`config.mk`:
```
export PLATFORM = sky130hd
export DESIGN_NAME = loader_run_sequencer
export DESIGN_NICKNAME = d
export VERILOG_FILES = /design/src/rtl/loader_run_sequencer.sv
export SDC_FILE = /design/constraint.sdc
export NUM_CORES = 1
export LEC_CHECK = 0
export CAP_MARGIN = 20
export CORE_AREA = 2 2 582 584
export CTS_BUF_LIST = sky130_fd_sc_hd__clkbuf_8
export DETAILED_ROUTE_END_ITERATION = 12
export DIE_AREA = 0 0 584 586
export GPL_TIMING_DRIVEN = 0
export PLACE_DENSITY_LB_ADDON = 0.25
export SKIP_LAST_GASP = 1
export SLEW_MARGIN = 40
export SYNTH_ARGS = -nofsm -noshare
export SYNTH_HDL_FRONTEND = slang
export SYNTH_SLANG_ARGS = --single-unit
```
`constraint.sdc`:
```
create_clock -name aclk -period 8.2 [get_ports aclk]
set_input_delay 0.82 -clock aclk [delete_from_list [all_inputs] [get_ports aclk]]
set_output_delay 0.82 -clock aclk [all_outputs]
set_load 0.005 [all_outputs]
```
`src/rtl/loader_run_sequencer.sv`:
```
// -----------------------------------------------------------------------------
// loader_run_sequencer
//
// Run sequencer for the 16-node mesh cosimulation harness. One command port
// fills the per-node master-loader FIFOs. The final command of a batch
// triggers a common start pulse. The block then waits until every loader is
// idle, or until an optional cycle limit expires. Finally it scans the PMU
// counters of every node in node-major order and streams each word out over a
// valid/ready result port.
//
// Ports
//   aclk, aresetn            clock, asynchronous active-low reset
//   cmd_valid_i/cmd_ready_o  command handshake (ready only while loading)
//   cmd_node_i               target node of the command
//   cmd_id_i/cmd_write_i/
//   cmd_axlen_i              transaction fields forwarded to the loader
//   cmd_last_i               final command of the batch; starts the run
//   depth_i                  request depth, latched with the final command
//   timeout_i                run-cycle limit, 0 disables the limit
//   id_o/write_o/axlen_o     per-node loader command fields (held)
//   fifo_push_o              per-node one-cycle loader FIFO push strobes
//   start_o                  common start pulse
//   req_depth_o              latched request depth
//   idle_i                   per-node loader idle flags
//   pmu_addr_o               PMU read address, identical on every node
//   pmu_data_i               per-node PMU read data
//   res_valid_o/res_ready_i  result handshake
//   res_node_o/res_addr_o/
//   res_data_o/res_last_o    result word; last marks the final word of a run
//   busy_o                   high whenever the sequencer is not loading
//   timeout_o                sticky flag: the last run hit the cycle limit
// -----------------------------------------------------------------------------
module loader_run_sequencer #(
    parameter int N_NODES    = 16,
    parameter int NODE_W     = $clog2(N_NODES),
    parameter int PMU_ADDR_W = 5,
    parameter int N_PMU_REGS = 8,
    parameter int TIMEOUT_W  = 20
) (
    input  logic                  aclk,
    input  logic                  aresetn,

    input  logic                  cmd_valid_i,
    output logic                  cmd_ready_o,
    input  logic [NODE_W-1:0]     cmd_node_i,
    input  logic [4:0]            cmd_id_i,
    input  logic                  cmd_write_i,
    input  logic [7:0]            cmd_axlen_i,
    input  logic                  cmd_last_i,
    input  logic [7:0]            depth_i,
    input  logic [TIMEOUT_W-1:0]  timeout_i,

    output logic [4:0]            id_o        [N_NODES],
    output logic                  write_o     [N_NODES],
    output logic [7:0]            axlen_o     [N_NODES],
    output logic                  fifo_push_o [N_NODES],
    output logic                  start_o,
    output logic [7:0]            req_depth_o,
    input  logic                  idle_i      [N_NODES],

    output logic [PMU_ADDR_W-1:0] pmu_addr_o  [N_NODES],
    input  logic [63:0]           pmu_data_i  [N_NODES],

    output logic                  res_valid_o,
    input  logic                  res_ready_i,
    output logic [NODE_W-1:0]     res_node_o,
    output logic [PMU_ADDR_W-1:0] res_addr_o,
    output logic [63:0]           res_data_o,
    output logic                  res_last_o,

    output logic                  busy_o,
    output logic                  timeout_o
);

    typedef enum logic [2:0] {
        ST_LOAD  = 3'd0,
        ST_START = 3'd1,
        ST_RUN   = 3'd2,
        ST_SET   = 3'd3,
        ST_CAP   = 3'd4,
        ST_OUT   = 3'd5
    } state_t;

    // The node field can encode more values than there are nodes when
    // N_NODES is not a power of two; this mask marks the encodings that exist.
    localparam int NODE_SPACE = 1 << NODE_W;
    localparam logic [NODE_SPACE-1:0] NODE_OK_MASK =
        {NODE_SPACE{1'b1}} >> (NODE_SPACE - N_NODES);

    localparam logic [NODE_W-1:0]     LAST_NODE = NODE_W'(N_NODES - 1);
    localparam logic [PMU_ADDR_W-1:0] LAST_ADDR = PMU_ADDR_W'(N_PMU_REGS - 1);
    localparam logic [TIMEOUT_W-1:0]  TIMER_MAX = {TIMEOUT_W{1'b1}};
    // Idle flags lag the start pulse; they are trusted only from this count.
    localparam logic [TIMEOUT_W-1:0]  IDLE_MIN  = TIMEOUT_W'(2);

    state_t                state_q,     state_d;
    logic                  cmd_ready_q, cmd_ready_d;
    logic [4:0]            id_q    [N_NODES];
    logic [4:0]            id_d    [N_NODES];
    logic                  write_q [N_NODES];
    logic                  write_d [N_NODES];
    logic [7:0]            axlen_q [N_NODES];
    logic [7:0]            axlen_d [N_NODES];
    logic [N_NODES-1:0]    push_q,      push_d;
    logic                  start_q,     start_d;
    logic [7:0]            depth_q,     depth_d;
    logic [PMU_ADDR_W-1:0] pmu_addr_q,  pmu_addr_d;
    logic [TIMEOUT_W-1:0]  timer_q,     timer_d;
    logic [NODE_W-1:0]     node_q,      node_d;
    logic [PMU_ADDR_W-1:0] addr_q,      addr_d;
    logic                  res_valid_q, res_valid_d;
    logic [NODE_W-1:0]     res_node_q,  res_node_d;
    logic [PMU_ADDR_W-1:0] res_addr_q,  res_addr_d;
    logic [63:0]           res_data_q,  res_data_d;
    logic                  res_last_q,  res_last_d;
    logic                  busy_q,      busy_d;
    logic                  timeout_q,   timeout_d;

    logic                  cmd_hs_s;
    logic                  node_ok_s;
    logic                  all_idle_s;
    logic [TIMEOUT_W-1:0]  timer_inc_s;

    // Handshake qualification, node range check and saturating run timer.
    always_comb begin
        cmd_hs_s    = cmd_valid_i && cmd_ready_q;
        node_ok_s   = NODE_OK_MASK[cmd_node_i];
        // The timer sticks at all-ones so a long unlimited run never wraps
        // back into a small count that could match timeout_i again.
        if (timer_q == TIMER_MAX) begin
            timer_inc_s = timer_q;
        end else begin
            timer_inc_s = timer_q + TIMEOUT_W'(1);
        end
    end

    // AND-reduce the loader idle flags.
    always_comb begin
        all_idle_s = 1'b1;
        for (int n = 0; n < N_NODES; n++) begin
            all_idle_s = all_idle_s & idle_i[n];
        end
    end

    // Next-state and next-output computation for the whole sequencer.
    always_comb begin
        state_d     = state_q;
        id_d        = id_q;
        write_d     = write_q;
        axlen_d     = axlen_q;
        push_d      = {N_NODES{1'b0}};
        start_d     = 1'b0;
        depth_d     = depth_q;
        pmu_addr_d  = pmu_addr_q;
        timer_d     = timer_q;
        node_d      = node_q;
        addr_d      = addr_q;
        res_valid_d = res_valid_q;
        res_node_d  = res_node_q;
        res_addr_d  = res_addr_q;
        res_data_d  = res_data_q;
        res_last_d  = res_last_q;
        timeout_d   = timeout_q;

        case (state_q)
            ST_LOAD: begin
                if (cmd_hs_s) begin
                    // Out-of-range nodes are accepted but produce no push.
                    for (int n = 0; n < N_NODES; n++) begin
                        if (node_ok_s && (cmd_node_i == NODE_W'(n))) begin
                            push_d[n]  = 1'b1;
                            id_d[n]    = cmd_id_i;
                            write_d[n] = cmd_write_i;
                            axlen_d[n] = cmd_axlen_i;
                        end else begin
                            push_d[n]  = 1'b0;
                        end
                    end
                    if (cmd_last_i) begin
                        // Start lands in the same cycle as the final push.
                        depth_d   = depth_i;
                        timeout_d = 1'b0;
                        start_d   = 1'b1;
                        state_d   = ST_START;
                    end else begin
                        state_d   = ST_LOAD;
                    end
                end else begin
                    state_d = ST_LOAD;
                end
            end

            ST_START: begin
                timer_d = {TIMEOUT_W{1'b0}};
                state_d = ST_RUN;
            end

            ST_RUN: begin
                // Decisions use the count including the current cycle, so the
                // shortest run is two RUN cycles.
                timer_d = timer_inc_s;
                if ((timer_inc_s >= IDLE_MIN) && all_idle_s) begin
                    node_d  = {NODE_W{1'b0}};
                    addr_d  = {PMU_ADDR_W{1'b0}};
                    state_d = ST_SET;
                end else if ((timeout_i != {TIMEOUT_W{1'b0}}) &&
                             (timer_inc_s == timeout_i)) begin
                    timeout_d = 1'b1;
                    node_d    = {NODE_W{1'b0}};
                    addr_d    = {PMU_ADDR_W{1'b0}};
                    state_d   = ST_SET;
                end else begin
                    state_d = ST_RUN;
                end
            end

            ST_SET: begin
                pmu_addr_d = addr_q;
                state_d    = ST_CAP;
            end

            ST_CAP: begin
                // pmu_addr_o has been stable for one full cycle here.
                res_data_d  = pmu_data_i[node_q];
                res_node_d  = node_q;
                res_addr_d  = addr_q;
                res_last_d  = (node_q == LAST_NODE) && (addr_q == LAST_ADDR);
                res_valid_d = 1'b1;
                state_d     = ST_OUT;
            end

            ST_OUT: begin
                if (res_ready_i) begin
                    res_valid_d = 1'b0;
                    if (res_last_q) begin
                        state_d = ST_LOAD;
                    end else begin
                        if (addr_q == LAST_ADDR) begin
                            addr_d = {PMU_ADDR_W{1'b0}};
                            node_d = node_q + NODE_W'(1);
                        end else begin
                            addr_d = addr_q + PMU_ADDR_W'(1);
                        end
                        state_d = ST_SET;
                    end
                end else begin
                    state_d = ST_OUT;
                end
            end

            default: begin
                state_d = ST_LOAD;
            end
        endcase

        busy_d      = (state_d != ST_LOAD);
        cmd_ready_d = (state_d == ST_LOAD);
    end

    // State and output registers; reset returns to an idle LOAD state.
    always_ff @(posedge aclk or negedge aresetn) begin
        if (!aresetn) begin
            state_q     <= ST_LOAD;
            cmd_ready_q <= 1'b0;
            for (int n = 0; n < N_NODES; n++) begin
                id_q[n]    <= 5'd0;
                write_q[n] <= 1'b0;
                axlen_q[n] <= 8'd0;
            end
            push_q      <= {N_NODES{1'b0}};
            start_q     <= 1'b0;
            depth_q     <= 8'd0;
            pmu_addr_q  <= {PMU_ADDR_W{1'b0}};
            timer_q     <= {TIMEOUT_W{1'b0}};
            node_q      <= {NODE_W{1'b0}};
            addr_q      <= {PMU_ADDR_W{1'b0}};
            res_valid_q <= 1'b0;
            res_node_q  <= {NODE_W{1'b0}};
            res_addr_q  <= {PMU_ADDR_W{1'b0}};
            res_data_q  <= 64'd0;
            res_last_q  <= 1'b0;
            busy_q      <= 1'b0;
            timeout_q   <= 1'b0;
        end else begin
            state_q     <= state_d;
            cmd_ready_q <= cmd_ready_d;
            id_q        <= id_d;
            write_q     <= write_d;
            axlen_q     <= axlen_d;
            push_q      <= push_d;
            start_q     <= start_d;
            depth_q     <= depth_d;
            pmu_addr_q  <= pmu_addr_d;
            timer_q     <= timer_d;
            node_q      <= node_d;
            addr_q      <= addr_d;
            res_valid_q <= res_valid_d;
            res_node_q  <= res_node_d;
            res_addr_q  <= res_addr_d;
            res_data_q  <= res_data_d;
            res_last_q  <= res_last_d;
            busy_q      <= busy_d;
            timeout_q   <= timeout_d;
        end
    end

    // Fan the registered per-node state out to the array ports.
    always_comb begin
        for (int n = 0; n < N_NODES; n++) begin
            id_o[n]        = id_q[n];
            write_o[n]     = write_q[n];
            axlen_o[n]     = axlen_q[n];
            fifo_push_o[n] = push_q[n];
            pmu_addr_o[n]  = pmu_addr_q;
        end
    end

    // Scalar outputs come straight from their registers.
    always_comb begin
        cmd_ready_o = cmd_ready_q;
        start_o     = start_q;
        req_depth_o = depth_q;
        res_valid_o = res_valid_q;
        res_node_o  = res_node_q;
        res_addr_o  = res_addr_q;
        res_data_o  = res_data_q;
        res_last_o  = res_last_q;
        busy_o      = busy_q;
        timeout_o   = timeout_q;
    end

endmodule

```
Word-level counts from Yosys, hierarchy flattened
Memory sizes are Yosys's and may differ from the RTL's.
Index checks and enable logic that the tools add are counted.
{ "op_classes": {"addsub": 3, "magnitude_cmp": 3, "eq_ne": 32, "n_mux": 53, "n_bitwise": 16, "reduce_logical": 50} }
{ "ops": {"columns": ["cell", "n"], "rows": [
  ["$bmux 64 s4", 1],
  ["$mux 64", 2],
  ["$reduce_and 3->1", 17],
  ["$pmux 20 s2", 1],
  ["$eq 4x4->1 const B", 9],
  ["$mux 16", 2],
  ["$mux 1", 28],
  ["$mux 5", 5],
  ["$add 20x1->20 const B", 1],
  ["$eq 20x20->1", 1],
  ["$eq 20x20->1 const B", 1],
  ["$ge 20x2->1 const B", 1],
  ["$logic_and 1x1->1", 20],
  ["$mux 20", 1],
  ["$mux 4", 5],
  ["$reduce_bool 20->1", 1],
  ["$pmux 3 s6", 1],
  ["$eq 4x3->1 const B", 4],
  ["$and 1x1->1", 15],
  ["$ne 2x2->1 const B", 7],
  ["$pmux 5 s2", 1],
  ["$reduce_and 5->1", 2],
  ["$eq 4x2->1 const B", 2],
  ["$pmux 4 s2", 1],
  ["20 further kinds", 28]
]} }
{ "word_totals": {"reg_bits": 364, "rom_bits": 16, "n_memories": 1} }
{ "memory_table": {"columns": ["memory", "words", "word_bits", "rd", "rd_clocked_by_memory_dff", "wr", "line", "rtl"], "rows": [
  ["(no name shown)", 16, 1, 1, 0, 0, "127", "node_ok_s = NODE_OK_MASK[cmd_node_i];"]
]} }

Longest topological paths before layout
{ "depth": {"depth_word": 19, "ltp_mapped": 12, "ltp_nobuf": 10} }

Worst setup path after synthesis
No wires, ideal clock.
{ "synth_path": {"path_type": "flip-flop to flip-flop", "start": "reg timer_q[0]", "end": "reg node_q[0]", "setup_time_ps": 70, "t_arrival_ps": 2862, "t_required_ps": 8130, "setup_slack_ps": 5268, "stages_incl_launch_ff": 13, "path_buffers": 2, "path_cell_list": "dfrtp_1 -> ha_1 -> buf_4 -> and4_1 -> buf_4 -> nand3_1 -> o21ai_0 -> a221oi_1 -> a2111o_1 -> nor4_4 -> a41oi_4 -> a2111o_1 -> nand3_1"} }
{ "synth_via": {"elab_chain_len": 6, "elab_cells_between_ends": 11, "classes_between": "1 x add/sub; 1 x order compare; 3 x eq/ne; 3 x mux; 3 x reduce/logical"} }
{ "synth_rtl": {"columns": ["element", "line", "rtl"], "rows": [
  ["from (decl)", "108", "logic [TIMEOUT_W-1:0] timer_q, timer_d;"],
  ["from (signal assigned)", "274", "timer_q <= {TIMEOUT_W{1'b0}};"],
  ["from (signal assigned)", "294", "timer_q <= timer_d;"],
  ["$add 20x1->20 / $eq 20x20->1 (equally long branches)", "133, 130", null],
  ["$mux 20 *", "130", "if (timer_q == TIMER_MAX) begin"],
  ["$ge 20x2->1 / $eq 20x20->1 (equally long branches)", "202, 207", null],
  ["$logic_and 1x1->1, on equally long branches", "202, 206", null],
  ["$ne 3x3->1 (no source line) / $mux 4 (equally long branches)", null, null],
  ["$reduce_and 5->1 (no source line) / $pmux 4 s2 (equally long branches)", null, null],
  ["to (signal assigned)", "275", "node_q <= {NODE_W{1'b0}};"],
  ["to (signal assigned)", "295", "node_q <= node_d;"],
  ["to (decl)", "109", "logic [NODE_W-1:0] node_q, node_d;"]
]} }
Mark *: on every way between the ends. The rest lies on a longest branch, timed or not.
A chain may end at the register's enable or synchronous reset.

Worst setup path in the final report
Ends and elaborated chain as after synthesis.

==> impl_metrics.csv <==
group,metric,value,unit
setup_path,crit_path_cell_trace,"ha_1, buf_4, and4_1, nand4_1, nor4b_2, xor2_1, nor3b_1, a31oi_1, a41oi_4, a2111o_1, nand3_1",
setup_path,critPathRequiredTime,8860,ps
synthesis,syn_avg_cell_area,13.1,sq um
placed_design,detailed_place_hpwl,239000,microns
finish,multi_input_area,0.0131,sq mm
synthesis,synth_area,0.0233,sq mm
clock_tree,cts-root-buf,"clkbuf_8",
timing,fmax,0.242,GHz
clock_tree,cts_made_buffers,89,
timing,setup_viol,0,
clock_tree,cts_tree,"built",
finish,final_nets,4502,
synthesis,synth_edf_count,0,
setup_path,cpMaxStageDelayCell,"nor3b_1",
grt,track_usage,15.0,%
setup_path,r2r-start,"timer_q[0]",
synthesis,synth_cell_types,70,
detailed_routing,drc,0,
placed_design,gp_congestion,0.912,
finish,mostFrequentLayoutCells,"clkdlybuf4s50_1 (1489), dfrtp_1 (364), nand2_1 (339)",
grt,grt_pass1_wl,321000,microns
timing,setup-tns-final,0,ps
finish,drive_gt1_share,26.0,%
floorplanning,core-area,0.336,sq mm
synthesis,synthArstFlopShare,100,%
placed_design,dpl_cell_area,0.0448,sq mm
synthesis,synth_ff_type,"dfrtp_1",
power_and_ir_drop,power.switching,4440,uW
floorplanning,io_pins,1498,
setup_path,cp_slowest_stage_delay,750,ps
grt,busiest_layer,"met2",
setup_path,path_class,"reg -> reg",
finish,final-seq-area,0.00911,sq mm
detailed_routing,wl_per_cell,33.4,microns
floorplanning,die_h,586,microns
outcome,status,"complete, no violations",
setup_path,worstPathArrival,4800,ps
worst_hold_path,hold_path.class,"in -> async",
timing,rsz0062_at_grt,"no",
power_and_ir_drop,vdd_drop_max,0.0895,mV
clock_tree,cts_sinks,364,
timing,hold_violations,0,
timing,slew_headroom,33.6,%
grt,gr-total-overflow,0,
timing,layout_min_cycle_time,4140,ps
grt,gr-usage-met3,6.15,%
floorplanning,dieArea,0.342,sq mm
power_and_ir_drop,p_seq_share,26.5,%
finish,area_growth,101,%
clock_tree,htreeDepth,3,
grt,grt_antenna_before_repair,214,
setup_path,critPathMaxFanout,9,
finish,finalNonFillerCells,7971,
detailed_routing,dr.pass1.iters,5,
grt,globalRouteMet2Util,27.0,%
floorplanning,initial_utilization,6.94,%
setup_path,critPathLaunchType,"flip-flop",
power_and_ir_drop,internal_power,7000,uW
setup_path,ff2ff_setup_slack,4060,ps
setup_path,worst_setup_path_end_kind,"flip-flop",
grt,use_met1,15.2,%
power_and_ir_drop,p_sw_share,38.8,%
synthesis,syn_nets,2880,
clock_tree,cts-resized-gates,0,
grt,grt_pass1_vias,25500,
timing,fin_worst_skew,92.8,ps
power_and_ir_drop,power.density,245,mW/mm^2
finish,final.fill_count,37900,
power_and_ir_drop,p_leak,0.0172,uW
grt,grt_max_degree,64,
floorplanning,row_count,213,
power_and_ir_drop,p_total,11400,uW
synthesis,yosys_warnings,0,
clock_tree,cts_buffer_depth,4,
clock_tree,clk_pin_slew,60,ps
detailed_routing,dr_total_vias,25100,
power_and_ir_drop,clkPwrFrac,20.6,%
timing,drv_slew,0,
detailed_routing,detail_route.vias_per_cell,3.15,
synthesis,syn_inst,1786,
timing,tightest_slew,993,ps
clock_tree,cts_setup_buffers,0,
finish,final_common_cell,"clkdlybuf4s50_1",
run,drv_cap,0,
detailed_routing,drt-total-wl,267000,microns
synthesis,ys_seq_area_share,39.1,%
setup_path,r2r_cells,11,
clock_tree,insertion_delay,880,ps
finish,design_area,0.0468,sq mm
placed_design,place_inst,7723,
detailed_routing,antenna_left,0,
power_and_ir_drop,p_comb_share,52.9,%
timing,finalCritPeriodShare,50.5,%
setup_path,worstReg2RegEnd,"node_q[0]",
floorplanning,die_w,584,microns
placed_design,io_buffers,1495,
detailed_routing,drt-initial-drc-count,1565,
synthesis,synth-seq-cells,364,
==> power groups by stage <==
stage	sequential, uW	combinational [uW]	clock [uW]
final	3030	6060	2350
after global routing	3140	6450	2560
after CTS	3050	6280	2500
after detailed placement	3070	6260	0
after global placement	3060	6120	0
after floorplan	3020	1930	0
==> state kept, by name, indices dropped and copies added, names as in the netlist <==
register,count
addr_q,5
axlen_o,128
busy_o,1
cmd_ready_o,1
id_o,80
node_q,4
pmu_addr_q,5
push_q,16
req_depth_o,8
res_addr_o,5
res_data_o,64
res_last_o,1
res_node_o,4
res_valid_o,1
start_o,1
state_q,3
timeout_o,1
timer_q,20
write_o,16
==> worst max-delay path: cells and delay by family (launching register included) <==
| kind | cells | cell delay [ps] |
|---|---|---|
| adders and majority gates | 1 | 240 |
| and+or+nand+nor | 5 | 1900 |
| DFF | 1 | 490 |
| AOI/OAI and AO/OA | 3 | 950 |
| xor gates and xnor gates | 1 | 210 |
| buffers and inverters | 1 | 180 |
==> how the worst max path moves through the flow <==
stage,from,endpoint,slack (ps),cells after the start
detailed placement,cmd_valid_i,id_o[33],3870,7
floorplan,timer_q[0],node_q[0],5270,12
finish,timer_q[0],node_q[0],4060,11
global route,timer_q[0],cmd_ready_o,3960,11
CTS,timer_q[19],busy_o,4050,9
global placement,aresetn,res_data_o[2],-13430,1
==> layer usage <==
metal | routed length, microns | part of all wire [%]
met2 | 136000 | 51
met5 | 460 | 0.17
met3 | 26700 | 10
met4 | 13200 | 4.9
met1 | 90300 | 34
==> cells in the mapped netlist (all sizes together), types with 7 or more instances <==
cell | n | share of area (%)
nand3 | 33 | 0.78
mux2 | 217 | 10
nand4 | 19 | 0.68
xor2 | 12 | 0.45
mux4 | 320 | 31
o21ai | 32 | 0.69
nor3 | 17 | 0.39
nand2 | 339 | 5.5
clkbuf | 107 | 1.7
and3 | 8 | 0.21
a31oi | 10 | 0.27
buf | 117 | 3.2
a21oi | 15 | 0.32
or3 | 9 | 0.24
xnor2 | 11 | 0.41
nand2b | 9 | 0.24
o31ai | 7 | 0.23
dfrtp | 364 | 39
nor2 | 32 | 0.53
nor4 | 14 | 0.44
inv | 14 | 0.23
==> per-stage QoR <==
step                hold WS [ps]  util, %  setup slack [ps]
floorplan                    470        -              5270
global placement             466     13.0            -13430
detailed placement           462     13.3              3870
CTS                          320     13.9              4050
global route                 386     13.9              3960
finish                       447     13.9              4060
==> repair_timing <==
action / CTS / global route
hold buffers: 1 / 0
setup endpoints to repair: 0 / 0
hold endpoints to repair: 41 / 0
==> layout make-up <==
type                            instances  share of cell area (%)
Antenna cell                           94                   0.503
Buffer                                224                    2.72
Clock buffer                          103                    3.03
Clock inverter                         50                   0.722
Inverter                               15                   0.120
Multi-Input combinational cell       1183                    27.9
Sequential cell                       364                    19.5
Tap cell                             4407                    11.8
Timing Repair Buffer                 1531                    33.8
==> kinds of logic after synthesis <==
family / count (synthesis) / share of synthesized area [%]
multiplexers: 539 / 41.5
AND/OR/NAND/NOR: 518 / 10.3
flip-flops: 364 / 39.1
buffers and inverters: 239 / 5.19
AO/OA/AOI/OAI: 99 / 2.84
XOR/XNOR: 24 / 0.961
adder cells (fa/ha/maj): 3 / 0.161
Power figures use the tool's default switching activity.
